$ cat src/rtl/count_ctrl.sv
`default_nettype none
// ============================================================================
// Module   : count_ctrl
// Purpose  : Start/pause/resume sequencer for the 4-digit counter datapath.
//            Turns debounced button levels and the divider tick into
//            registered enable/clear/direction strobes for the counter,
//            with terminal-count detection and hold-to-clear while running.
// Revision : 1.0  initial release
// ============================================================================
module count_ctrl #(
    parameter int MAX_COUNT  = 9999,
    parameter int CW         = 14,
    parameter int HOLD_TICKS = 3,
    parameter int WRAP       = 1
) (
    input  logic          clk,
    input  logic          rst,        // asynchronous, active low
    input  logic          start_in,
    input  logic          clear_in,
    input  logic          dir_in,
    input  logic          tick,
    input  logic [CW-1:0] count,
    output logic          cnt_en,
    output logic          cnt_clr,
    output logic          cnt_up,
    output logic          run,
    output logic          done,
    output logic [1:0]    state
);

    localparam logic [1:0] c_IDLE  = 2'b00;
    localparam logic [1:0] c_RUN   = 2'b01;
    localparam logic [1:0] c_PAUSE = 2'b10;
    localparam logic [1:0] c_DONE  = 2'b11;

    // Hold counter only ever holds 0 .. HOLD_TICKS-1; it is cleared on completion.
    localparam int            c_HW        = (HOLD_TICKS > 1) ? $clog2(HOLD_TICKS) : 1;
    localparam logic [c_HW-1:0] c_HOLD_LAST = c_HW'(HOLD_TICKS - 1);
    localparam logic [CW-1:0]   c_MAX       = CW'(MAX_COUNT);

    logic [1:0]      r_state;
    logic            r_start_q;
    logic            r_clear_q;
    logic            r_dir_q;
    logic [c_HW-1:0] r_hold;
    logic            r_cnt_en;
    logic            r_cnt_clr;
    logic            r_cnt_up;

    logic            w_start_edge;
    logic            w_clear_edge;
    logic            w_dir_edge;
    logic            w_terminal;
    logic            w_hold_done;
    logic [1:0]      w_state_nxt;
    logic            w_en_nxt;
    logic            w_clr_nxt;
    logic            w_up_nxt;
    logic [c_HW-1:0] w_hold_nxt;

    assign w_start_edge = start_in & ~r_start_q;
    assign w_clear_edge = clear_in & ~r_clear_q;
    assign w_dir_edge   = dir_in   & ~r_dir_q;

    // Terminal depends on the direction the counter is currently moving.
    assign w_terminal  = r_cnt_up ? (count == c_MAX) : (count == '0);

    // The tick that completes the hold is consumed by the clear, not by counting.
    assign w_hold_done = (r_state == c_RUN) & clear_in & tick & (r_hold == c_HOLD_LAST);

    // Next-state and next-strobe decode; clear action beats start edge beats tick.
    always_comb begin
        w_state_nxt = r_state;
        w_en_nxt    = 1'b0;
        w_clr_nxt   = 1'b0;
        w_up_nxt    = r_cnt_up;
        w_hold_nxt  = '0;

        if ((r_state == c_RUN) && clear_in && !w_hold_done) begin
            w_hold_nxt = tick ? (r_hold + c_HW'(1)) : r_hold;
        end

        case (r_state)
            c_IDLE: begin
                if (w_clear_edge) begin
                    w_clr_nxt = 1'b1;
                end else if (w_start_edge) begin
                    w_state_nxt = c_RUN;
                end
                if (w_dir_edge) begin
                    w_up_nxt = ~r_cnt_up;
                end
            end
            c_RUN: begin
                if (w_hold_done) begin
                    w_clr_nxt   = 1'b1;
                    w_state_nxt = c_IDLE;
                end else if (w_start_edge) begin
                    w_state_nxt = c_PAUSE;
                end else if (tick) begin
                    if (w_terminal && (WRAP == 0)) begin
                        w_state_nxt = c_DONE;
                    end else begin
                        w_en_nxt = 1'b1;
                    end
                end
            end
            c_PAUSE: begin
                if (w_clear_edge) begin
                    w_clr_nxt   = 1'b1;
                    w_state_nxt = c_IDLE;
                end else if (w_start_edge) begin
                    w_state_nxt = c_RUN;
                end
                if (w_dir_edge) begin
                    w_up_nxt = ~r_cnt_up;
                end
            end
            c_DONE: begin
                // Both clear and start leave DONE the same way: clear and go idle.
                if (w_clear_edge || w_start_edge) begin
                    w_clr_nxt   = 1'b1;
                    w_state_nxt = c_IDLE;
                end
            end
            default: begin
                w_state_nxt = c_IDLE;
            end
        endcase
    end

    // State, edge history, hold counter and registered strobes.
    always_ff @(posedge clk or negedge rst) begin
        if (!rst) begin
            r_state   <= c_IDLE;
            r_start_q <= 1'b0;
            r_clear_q <= 1'b0;
            r_dir_q   <= 1'b0;
            r_hold    <= '0;
            r_cnt_en  <= 1'b0;
            r_cnt_clr <= 1'b0;
            r_cnt_up  <= 1'b1;
        end else begin
            r_state   <= w_state_nxt;
            r_start_q <= start_in;
            r_clear_q <= clear_in;
            r_dir_q   <= dir_in;
            r_hold    <= w_hold_nxt;
            r_cnt_en  <= w_en_nxt;
            r_cnt_clr <= w_clr_nxt;
            r_cnt_up  <= w_up_nxt;
        end
    end

    assign cnt_en  = r_cnt_en;
    assign cnt_clr = r_cnt_clr;
    assign cnt_up  = r_cnt_up;
    assign state   = r_state;
    assign run     = (r_state == c_RUN);
    assign done    = (r_state == c_DONE);

endmodule
`default_nettype wire

$ cat config.mk
export PLATFORM = sky130hd
export DESIGN_NAME = count_ctrl
export DESIGN_NICKNAME = d
export VERILOG_FILES = /design/src/rtl/count_ctrl.sv
export SDC_FILE = /design/constraint.sdc
export NUM_CORES = 1
export LEC_CHECK = 0
export CAP_MARGIN = 20
export CORE_MARGIN = 10
export CORE_UTILIZATION = 31
export DETAILED_ROUTE_END_ITERATION = 8
export GPL_TIMING_DRIVEN = 0
export PLACE_DENSITY = 0.75
export SYNTH_ARGS = -nofsm -noshare
export SYNTH_HDL_FRONTEND = slang
export SYNTH_SLANG_ARGS = --single-unit
$ cat constraint.sdc
create_clock -name clk -period 1.1 [get_ports clk]
set_input_delay 0.22 -clock clk [delete_from_list [all_inputs] [get_ports clk]]
set_output_delay 0.22 -clock clk [all_outputs]
set_load 0.03 [all_outputs]
==> results.ini <==
[timing]
rsz0062_at_grt=yes
hold_violations=0
min_period_over_period_pct=108.8
finalCriticalPeriod_ps=1197
maxSlewViolCount=0
relSlewSlack_pct=71.83
hold_ws_ps=264.4
clock_skew_ps=1.909
worstMarginPinSlew_ps=421.3
setup_slack_ps=-96.65
setup_viol=5
maxClockFrequency_mhz=835.7

[synth]
synthCells=38
synthMostInstantiatedCell=dfrtp_1
synth.avg_cell_area_um2=11.62
syn_area_um2=441.7
syn-num-nets=59
netlist_top_cells_count=9 x dfrtp_1, 4 x nor2_1, 3 x nand3_1
yosysTopAreaCellShare_pct=50.99
synth_edf_count=0
ys_seq_area_share_pct=56.94
synthFlopType=dfrtp_1
yosys_warnings=0
async_flop_share_pct=100.0
ys_seq_elements=10
synth_cell_types=21
yosys.area.top_type=dfrtp_1
synth_area_leaders=dfrtp_1 51%, dfstp_2 5.9%, mux2i_1 4.5%, nand3_1 3.4%, nor2_1 3.4%

[cts]
clock-sinks=10
worstSkewPairLatency_ps=260
cts_buffers=3
ctsLongestPathBuffers=2
cts_hold_buf=0
clockRootBuffer=clkbuf_4
clk_pin_slew_ps=60
cts_tree=built
cts.htree.levels=1

[flow_run]
maxCapViolations=0

[setup_path]
cp.required_ps=880
start_kind=flip-flop
cp.arrival_ps=980
cp_max_fo=5
worstSetupEndpointType=output port
worstSetupPathType=reg -> out

[die]
row_count=13
coreArea_um2=1318
fp.dieW_um=57.75
die_h_um=57.75
initial_utilization_pct=33.52
ios=27
die_area_um2=3334

[place]
pre_cts_ws_ps=-434.0
place_area_um2=588.1
portBuffers=12
post-dp-hpwl_um=696.5
routabilityCongestion=0.7455

[global_routing]
track_usage_pct=5.931
grt_pass1_vias=393
grt_pass1_wl_um=1614
overflow=0
grt_antenna_before_repair=0
grt_max_degree=11

[power]
vdd_drop_max_mv=0.6796
leakagePower_nw=0.3265
powerDensity_nw_per_um2=1445

[routing]
vias_per_cell=4.571
drcViolationCount=0
via_count=352
wirelength_um=992
drtIter0Drc=2
first_pass_iters=4
ant_nets=0
wl_per_cell_um=12.88

[final_layout]
fillers=118
finalNetCount=84
drive_above_1_share_pct=53.23
final_area_um2=705.7
area_growth_pct=59.77
antenna-diode-count=0

[run_status]
outcome=finished with violations
violations=negative setup slack

[hold_path]
holdCritPathClass=in -> async

## cells in the final DEF, fill, tap and decap left out, drive strengths merged
cell type and count:
o31ai 1, clkbuf 4, clkdlybuf4s50 5, buf 15
nor2 4, ha 1, and3 1, a21oi 1
and2 2, xor2 1, a21o 1, nor3b 1
and2b 1, nand2 2, nand2b 2, mux2i 2
nor2b 1, a22oi 1, inv 2, dfstp 1
nand3 4, dfrtp 9
## flip-flops by register name, summed over array words and instances (netlist names)
signal / flops
r_hold: 2
state: 2
cnt_clr: 1
cnt_en: 1
cnt_up: 1
r_clear_q: 1
r_dir_q: 1
r_start_q: 1
## where the power goes
group	internal, W	total, W	switching (W)
Combinational	0.000165	0.000323	0.000158
Sequential	0.000420	0.000446	0.0000251
Clock	0.000140	0.000251	0.000112
Total	0.000725	0.00102	0.000295
## final cells by class
cell class	instances	area [µm²]	area share (%)
repair buffers	20	171.4	24.29
clock buffers	4	26.28	3.723
flip-flops and latches	10	254.0	35.99
well taps	15	18.77	2.660
multi-input cells	26	227.7	32.27
inverters	2	7.507	1.064
## metrics by stage
step           utilization [%]  cells  TNS [ps]  power (W)
5_1_grt                  53.56     77    -639.3   0.001082
6_report                 53.56     77    -256.9   0.001020
3_5_place_dp             44.63     65     -2753  0.0006982
3_3_place_gp             44.63     65     -2553  0.0006932
2_1_floorplan                -     38    -139.8  0.0005864
4_1_cts                  48.72     74    -360.9  0.0009939
## cell families after synthesis
kind of cell / share of synthesized area (%)
mux: 4.533
xor+xnor: 1.983
simple gates: 24.65
fa+ha+maj: 2.832
flops: 56.94
buf+inv: 1.700
compound gates: 7.365
## per-layer routing
layer  wire length (µm)  track usage, %  vias to the layer above
met5                  0               0                        -
met4                  0               0                        0
met3                 76           4.793                        0
met2                487           10.74                       12
met1                428           5.348                      166
li1                   -               -                      174
## worst max-delay path, cell delays in order, from the launching register on
cell     delay (ps)
dfrtp_2         430
and2_4          160
buf_6           130
## path summary, 6_finish.rpt
check                               end  slack [ps]      start  cells past startpoint
worst max-delay path               done        -100   state[0]                      2
worst min-delay path             cnt_en         260        rst                      1
worst max register to register   cnt_en         -40  r_hold[0]                      5
worst min register to register   cnt_up         510    r_dir_q                      2
max in group asynchronous        cnt_up         510        rst                      1
min in group clk                r_dir_q         430     dir_in                      1
## what timing repair did
| item | 4_1_cts | 5_1_grt |
|---|---|---|
| setup endpoints to repair | 10 | 11 |
| gates resized for setup | 44 | 9 |
| buffers inserted | 5 | 3 |
| pin swaps | 2 | 2 |
Power figures use the tool's default switching activity.
